File: config.mk
export PLATFORM = sky130hd
export DESIGN_NAME = cdc_handshake_rx
export DESIGN_NICKNAME = d
export VERILOG_FILES = /design/src/rtl/cdc_handshake_rx.sv
export SDC_FILE = /design/constraint.sdc
export NUM_CORES = 1
export LEC_CHECK = 0
export CAP_MARGIN = 20
export CORE_UTILIZATION = 40
export DETAILED_ROUTE_END_ITERATION = 12
export GPL_TIMING_DRIVEN = 0
export PLACE_DENSITY = 0.78
export RECOVER_POWER = 25
export SLEW_MARGIN = 25
export SYNTH_ARGS = -nofsm -noshare
export SYNTH_HDL_FRONTEND = slang
export SYNTH_SLANG_ARGS = --single-unit
File: constraint.sdc
create_clock -name clk -period 2.1 [get_ports clk]
set_clock_uncertainty 0.2 [all_clocks]
set_input_delay 0.21 -clock clk [delete_from_list [all_inputs] [get_ports clk]]
set_output_delay 0.21 -clock clk [all_outputs]
set_load 0.01 [all_outputs]
File: src/rtl/cdc_handshake_rx.sv
// Read-side endpoint of a two-phase req/ack toggle crossing: synchronizes the request toggle,
// captures the held data word, and returns the ack toggle once the consumer has read the word.
// Optional accepted-word counter output rx_count is enabled by defining CDC_RX_STATS_EN.
module cdc_handshake_rx #(
   parameter int unsigned DATA_LEN    = 16,
   parameter int unsigned SYNC_STAGES = 2
) (
   input  logic                clk,
   input  logic                rst,
   input  logic                req_toggle_in,
   input  logic [DATA_LEN-1:0] data_in,
   output logic                ack_toggle_out,
   input  logic                read_en,
   output logic [DATA_LEN-1:0] data_out,
   output logic                data_valid,
`ifdef CDC_RX_STATS_EN
   output logic                overrun,
   output logic [15:0]         rx_count
`else
   output logic                overrun
`endif
);

   typedef enum logic [0:0] {StIdle, StValid} state_e;

   state_e              state_q, state_d;
   logic [SYNC_STAGES-1:0] sync_q;
   logic                req_sync;
   logic                req_seen_q, req_seen_d;
   logic                req_edge;
   logic [DATA_LEN-1:0] data_q, data_d;
   logic                ack_q, ack_d;
   logic                overrun_q, overrun_d;
   logic                accept;

   // Raw toggle feeds only the first flop of the chain; data_in is never synchronized.
   always_ff @(posedge clk or posedge rst) begin
      if (rst) begin
         sync_q <= '0;
      end else begin
         sync_q <= {sync_q[SYNC_STAGES-2:0], req_toggle_in};
      end
   end

   assign req_sync = sync_q[SYNC_STAGES-1];
   assign req_edge = req_sync ^ req_seen_q;
   assign accept   = (state_q == StValid) && read_en;

   always_comb begin
      state_d    = state_q;
      req_seen_d = req_seen_q;
      data_d     = data_q;
      ack_d      = ack_q;
      overrun_d  = overrun_q;
      unique case (state_q)
         StIdle: begin
            if (req_edge) begin
               data_d     = data_in;
               req_seen_d = req_sync;
               state_d    = StValid;
            end
         end
         StValid: begin
            // A new request here is left pending in req_edge and serviced after the read.
            if (req_edge) begin
               overrun_d = 1'b1;
            end
            if (read_en) begin
               ack_d   = ~ack_q;
               state_d = StIdle;
            end
         end
         default: state_d = StIdle;
      endcase
   end

   always_ff @(posedge clk or posedge rst) begin
      if (rst) begin
         state_q    <= StIdle;
         req_seen_q <= 1'b0;
         data_q     <= '0;
         ack_q      <= 1'b0;
         overrun_q  <= 1'b0;
      end else begin
         state_q    <= state_d;
         req_seen_q <= req_seen_d;
         data_q     <= data_d;
         ack_q      <= ack_d;
         overrun_q  <= overrun_d;
      end
   end

   assign data_out       = data_q;
   assign data_valid     = (state_q == StValid);
   assign ack_toggle_out = ack_q;
   assign overrun        = overrun_q;

`ifdef CDC_RX_STATS_EN
   logic [15:0] rx_count_q, rx_count_d;

   always_comb begin
      rx_count_d = rx_count_q;
      if (accept) begin
         rx_count_d = rx_count_q + 16'd1;
      end
   end

   always_ff @(posedge clk or posedge rst) begin
      if (rst) begin
         rx_count_q <= '0;
      end else begin
         rx_count_q <= rx_count_d;
      end
   end

   assign rx_count = rx_count_q;
`else
   logic unused_accept;
   assign unused_accept = accept;
`endif

endmodule
### After elaboration in Yosys (flattened, before gate mapping)

Cells that the tools add are included.

| storage, ports and cells | value |
|---|---|
| register bits after elaboration | 22 |
| bits of input ports | 20 |
| output and inout port bits | 19 |
| word-level logic and storage cells | 15 |

| cells by class | value |
|---|---|
| mux-type cells | 3 |
| bitwise logic cells | 3 |
| reduce and logical (&&, ||, !) cells | 3 |

Operators by type and width:

| cell | number |
|---|---|
| AND reduction 2 bit | 3 |
| two-way mux 1 bit | 2 |
| inverter 1 bit | 2 |
| case mux 1 bit (2 select lines) | 1 |
| bitwise XOR 1 bit | 1 |

### Logic depth before layout (Yosys ltp)

Gate-level depths: netlist of the first run.

| logic depth | value |
|---|---|
| depth after elaboration | 3 |
| mapped depth | 5 |
| depth with buffers taken out | 3 |

### Worst setup path before layout of the first run

OpenSTA, ideal clock, no wires.

| timing | value |
|---|---|
| kind | flip-flop to flip-flop |
| from | reg req_seen_q |
| to | reg data_q[0] (netlist: data_out[0]) |
| library setup time | 125 ps |
| data arrival time | 1264 ps |
| data required time | 1775 ps |
| setup slack | 511 ps |
| cell stages (with the launch flop) | 6 |
| path buffers | 2 |
| clock period less this slack | 1589 ps |
| cells stage by stage | dfrtp_1 -> xor2_1 -> and2b_1 -> buf_6 -> buf_12 -> mux2_4 |

| on the way | value |
|---|---|
| longest elaborated chain between the ends | 2 |

RTL lines:

| element | RTL line | RTL |
|---|---|---|
| from (decl) | 29 | `logic req_seen_q, req_seen_d;` |
| from (signal assigned) | 86 | `req_seen_q <= req_seen_d;` |
| bitwise XOR 1 bit | 46 | `assign req_edge = req_sync ^ req_seen_q;` |
| AND reduction 2 bit (no line) | n/a |  |
| to (signal assigned) | 87 | `data_q <= data_d;` |
| to (decl) | 31 | `logic [DATA_LEN-1:0] data_q, data_d;` |

No other way between the ends.
A chain may end at the register's enable or synchronous reset.

### Worst setup path after layout of the first run

| timing | value |
|---|---|
| from | reg state_q (netlist: data_valid) |
| to | out data_valid |

RTL lines:

| element | RTL line | RTL |
|---|---|---|
| from (decl) | 26 | `state_e state_q, state_d;` |
| from (signal assigned) | 79 | `state_q <= StIdle;` |
| from (signal assigned) | 85 | `state_q <= state_d;` |
| to (decl) | 15 | `output logic data_valid,` |

No word-level cell between the ends.

==> results.json, run 1 <==
{
  "synth_seq_cells": 22,
  "cp_top_family": "buffers and inverters",
  "first_pass_iters": 2,
  "max_stage_delay_ps": 570,
  "start_util_pct": 43.37,
  "tns_ps": 0,
  "synth_cell_types": 12,
  "vdd_drop_max_mv": 0.8570,
  "htreeDepth": 1,
  "maxCapViolCount": 0,
  "p_int_uw": 1400,
  "worstPathRequired_ps": 1690,
  "syn_inst": 48,
  "cts_setup_buffers": 0,
  "p_comb_share_pct": 51.0,
  "timing.critical_path.buf_inv": 1,
  "crit_chain": "clkdlybuf4s50_1",
  "synth-xor-area-share_pct": 2.038,
  "powerDensity_mw_per_mm2": 1478,
  "ff2ff_setup_slack_ps": 410,
  "grt_pass1_vias": 581,
  "final_hold_viol_count": 0,
  "ys_seq_area_share_pct": 64.05,
  "clk_pin_slew_ps": 110,
  "end_kind": "output port",
  "grt_pass1_wl_mm": 2.484,
  "cts-hold-fix-buffers": 0,
  "fin_crit_ps": 1717,
  "critPathKind": "register to output port",
  "p_sw_uw": 535.7,
  "numClockSinks": 22,
  "coreArea_mm2": 0.001982,
  "synthMuxAreaShare_pct": 26.64,
  "first_iter_violations": 3,
  "cts_tree": "built",
  "insertion_delay_ps": 290,
  "grt_max_degree": 23,
  "wire_per_inst_um": 12.00,
  "io_buffers": 38,
  "status": "complete, no violations",
  "seq_power_share_pct": 37.6,
  "postPlaceCellArea_mm2": 0.001274,
  "crit_fanout": 6,
  "synth_area_leaders": "dfrtp_1 (64%), mux2_4 (17%), mux2_2 (9.2%)",
  "critPathArrivalTime_ps": 1310,
  "cts-root-buf": "clkbuf_4",
  "yosysWarnings": 0,
  "swShare_pct": 27.67,
  "grt_setup_unrepaired": "no",
  "slew_viol_final": 0,
  "slowest_stage": "clkdlybuf4s50_1",
  "rows": 16,
  "leakagePower_uw": 0.0005649,
  "fin_area_mm2": 0.001310,
  "syn_avg_cell_area_um2": 17.91,
  "nets": 111,
  "grtUsageTotal_pct": 13.99,
  "ios": 39,
  "postSynthNetCount": 68,
  "drc": 0,
  "die_x_um": 48.36,
  "floorplan.die_area_mm2": 0.002338,
  "synth-compound-area-share_pct": 1.892,
  "syn_area_um2": 859.6,
  "synthSimpleGateAreaFrac_pct": 1.310,
  "worst_hold_slack_ps": 160.7,
  "die_y_um": 48.36,
  "max_freq_mhz": 582.5,
  "avgViaCountPerCell": 4.436,
  "fin_cells": 117,
  "dp.cells": 113,
  "grt.overflow.total": 0,
  "yosys.area.top_type": "dfrtp_1",
  "cts_buffer_depth": 2,
  "drive_gt1_share_pct": 26.67,
  "cts_made_buffers": 3,
  "num_antenna_cells": 0,
  "tightest_slew_ps": 799.5,
  "synth.top_cell.area_share_pct": 64.05,
  "synth_top_family_by_area": "multiplexers",
  "num_vias": 519,
  "antenna_found_initial": 0,
  "hold_path_class": "register to register",
  "clkPwrFrac_pct": 11.4,
  "period_share_pct": 81.74,
  "ctsResizeCount": 0,
  "routabilityCongestion": 0.6519,
  "synth_adder_area_share_pct": 0,
  "finalSetupViolCount": 0,
  "critPathLaunchType": "register",
  "ant_nets": 0,
  "layout-area-overhead-vs-synth_pct": 52.40,
  "relSlewSlack_pct": 46.64,
  "drt_wl_total_mm": 1.404
}
-- cells in the mapped netlist, drive strengths merged --
library cell  instances
dfrtp                22
mux2                 17
buf                   2
a21o                  1
and2b                 1
inv                   1
nand2                 1
o21a                  1
xnor2                 1
xor2                  1
-- layout make-up --
| class | count | area (µm²) |
|---|---|---|
| fill | 156 | 671.9 |
| sequential | 22 | 550.5 |
| timing repair buffer | 38 | 380.4 |
| multi-input combinational | 23 | 274.0 |
| clock buffer | 4 | 36.28 |
| tap | 27 | 33.78 |
| buffer | 2 | 31.28 |
| inverter | 1 | 3.754 |
-- kinds of logic after synthesis --
group | after synthesis
buf+inv | 3
simple gates | 2
flops | 22
compound gates | 2
xor+xnor | 2
mux | 17
-- layer usage --
layer / up-vias / track usage [%] / wire, µm
li1: 244 / - / -
met1: 248 / 17.63 / 647
met2: 27 / 23.00 / 652
met3: 0 / 4.403 / 104
met4: 0 / 4.412 / 0
met5: - / 0 / 0
-- per-stage QoR --
stage	util [%]	power (µW)	worst slack (ps)
floorplan	-	1288	511.1
global placement	64.27	1722	421.9
detailed placement	64.27	1738	404.5
CTS	66.10	1965	370.5
global route	66.10	2057	321.0
finish	66.10	1936	383.4
-- state kept, by name, indices dropped and copies added, names as in the netlist --
register,count
data_out,16
sync_q,2
ack_toggle_out,1
data_valid,1
overrun,1
req_seen_q,1
-- layout by cell type (no fill, tap or decap) --
cell type | Yosys | routed
a21o_2 | 1 | 1
and2b_1 | 1 | 1
buf_12 | 1 | 1
buf_6 | 1 | 1
clkbuf_4 | 0 | 3
clkbuf_8 | 0 | 1
clkdlybuf4s50_1 | 0 | 36
dfrtp_1 | 22 | 22
dlygate4sd3_1 | 0 | 2
inv_1 | 1 | 1
mux2_2 | 7 | 7
mux2_4 | 10 | 10
nand2_1 | 1 | 1
o21a_1 | 1 | 1
xnor2_1 | 1 | 1
xor2_1 | 1 | 1
-- path summary, 6_finish.rpt --
check                      startpoint          end  cells after the start
max                        data_valid   data_valid                      1
min                         sync_q[0]    sync_q[1]                      0
max reg2reg                req_seen_q  data_out[1]                      5
min reg2reg                 sync_q[0]    sync_q[1]                      0
max in group asynchronous         rst   req_seen_q                      2
min in group asynchronous         rst  data_out[6]                      2
-- power groups by stage --
stage / Sequential, µW / Clock (µW) / Combinational (µW)
2_1_floorplan: 814 / 0 / 475
3_3_place_gp: 732 / 0 / 991
3_5_place_dp: 734 / 0 / 1000
4_1_cts: 733 / 226 / 1010
5_1_grt: 761 / 245 / 1050
6_report: 729 / 220 / 987
No activity file was read; power rests on OpenSTA's default activity.
==> run 2, diff against run 1 <==
==> constraint.sdc (replaced) <==
create_clock -name clk -period 1.6 [get_ports clk]
set_clock_uncertainty 0.2 [all_clocks]
set_input_delay 0.16 -clock clk [delete_from_list [all_inputs] [get_ports clk]]
set_output_delay 0.16 -clock clk [all_outputs]
set_load 0.01 [all_outputs]
==> results.json, run 2 (synthesized netlist as in run 1, its figures left out) <==
{
  "status": "finished, violations left",
  "violations": "setup timing",
  "nets": 116,
  "grt_setup_unrepaired": "yes",
  "tns_ps": -92.93,
  "cts_tree": "built",
  "fin_crit_ps": 1614,
  "io_buffers": 38,
  "grtUsageMet2_pct": 23.71,
  "floorplan.die_area_mm2": 0.002338,
  "cts-root-buf": "clkbuf_4",
  "final_hold_viol_count": 0,
  "drc": 0,
  "met1_usage_pct": 18.92,
  "grt_max_degree": 23,
  "antenna_found_initial": 0,
  "critPathArrivalTime_ps": 1600,
  "die_y_um": 48.36,
  "critPathKind": "register to register",
  "numClockSinks": 22,
  "layout-area-overhead-vs-synth_pct": 66.08,
  "routabilityCongestion": 0.6519,
  "tightest_slew_ps": 803.9,
  "clk_pin_slew_ps": 110,
  "powerDensity_mw_per_mm2": 1889,
  "htreeDepth": 1,
  "wire_per_inst_um": 12.81,
  "grt_pass1_wl_mm": 2.649,
  "grt_busiest_layer": "met2",
  "insertion_delay_ps": 290,
  "fin_ws_ps": -13.95,
  "relSlewSlack_pct": 46.35,
  "largest_register_ff_count": 16,
  "maxCapViolCount": 0,
  "cts_buffer_depth": 2,
  "final_common_cell": "dfrtp_1",
  "crit_fanout": 8,
  "crit_chain": "xor2_2 > and2b_2 > clkbuf_16 > mux2_4",
  "start_util_pct": 43.37,
  "ios": 39,
  "period_share_pct": 100.9,
  "fillers": 132,
  "dp.cells": 113,
  "first_pass_iters": 2,
  "avgViaCountPerCell": 4.484,
  "max_freq_mhz": 619.6,
  "cts_made_buffers": 3,
  "slowest_stage": "dfrtp_1",
  "grt_pass1_vias": 607,
  "vdd_drop_max_mv": 1.039,
  "hold_path_class": "register to register",
  "power.total_uw": 2697,
  "worstPathRequired_ps": 1590,
  "critPathLaunchType": "register",
  "num_vias": 547,
  "finalSetupViolCount": 8,
  "fin_cells": 122,
  "slew_viol_final": 0,
  "grtUsageTotal_pct": 14.89,
  "first_iter_violations": 2,
  "drt_wl_total_mm": 1.563,
  "grt_use_met3_pct": 4.717,
  "drive_gt1_share_pct": 31.58,
  "num_antenna_cells": 0,
  "end_kind": "register",
  "leakagePower_uw": 0.0007563,
  "coreArea_mm2": 0.001982,
  "max_stage_delay_ps": 420,
  "worst_hold_slack_ps": 163.5,
  "rows": 16,
  "grt.overflow.total": 0,
  "layout_common_cells": "dfrtp_1 (22), clkdlybuf4s50_1 (19), mux2_4 (16), dlymetal6s2s_1 (16), buf_4 (4)",
  "ant_nets": 0,
  "die_x_um": 48.36
}
[run 2: cell count changes in the layout (fill, tap and decap cells not counted), moves of 4 or more]
cell and delta:
buf_4 +4, clkdlybuf4s50_1 -17, dlymetal6s2s_1 +16, mux2_2 -6, mux2_4 +6
[run 2: power by group]
part,internal [µW],switching (µW),total [µW]
clock,139,151,290
sequential,810,143,953
combinational,990,464,1450
[run 2: through the flow]
step                setup WS (ps)  util, %  cell area (µm²)
floorplan                   11.11        -            859.6
global placement           -78.09    64.27             1274
detailed placement         -95.49    64.27             1274
CTS                         2.460    66.98             1328
global route               -68.65    72.03             1428
finish                     -13.95    72.03             1428
[run 2: final cells by class]
cell class	instances	area, µm²	share of cell area (%)
flip-flops and latches	22	550.5	38.56
repair buffers	44	478.0	33.48
multi-input cells	23	305.3	21.38
clock buffers	4	36.28	2.542
well taps	27	33.78	2.366
plain buffers	1	20.02	1.402
inverters	1	3.754	0.2629
[run 2: layer usage]
| metal | up-vias | part of all wire, % |
|---|---|---|
| li1 | 255 | - |
| met5 | - | 0 |
| met3 | 2 | 6.5 |
| met4 | 0 | 0.90 |
| met1 | 261 | 45 |
| met2 | 29 | 47 |
[run 2: critical path, delay by kind of cell (launching register included)]
family        cells  cell delay, ps
buf+inv           1             180
xor+xnor          1             190
mux               1             290
simple gates      1             240
flops             1             420
[run 2: timing repair]
item                       CTS  global route
buffers inserted             3             2
setup endpoints to repair   11            31
gates resized for setup      4            23
cloned                       0             1
hold buffers                 0             0
pin swaps                    1             1
[run 2: worst paths after layout]
check                           cells past startpoint  slack (ps)  startpoint        endpoint
worst max-delay path                                4         -10  req_seen_q     data_out[5]
worst min register to register                      0         160   sync_q[0]       sync_q[1]
worst min-delay path                                0         160   sync_q[0]       sync_q[1]
max in group asynchronous                           2         460         rst  ack_toggle_out
min in group asynchronous                           2         250         rst     data_out[2]
worst max register to register                      4         -10  req_seen_q     data_out[5]
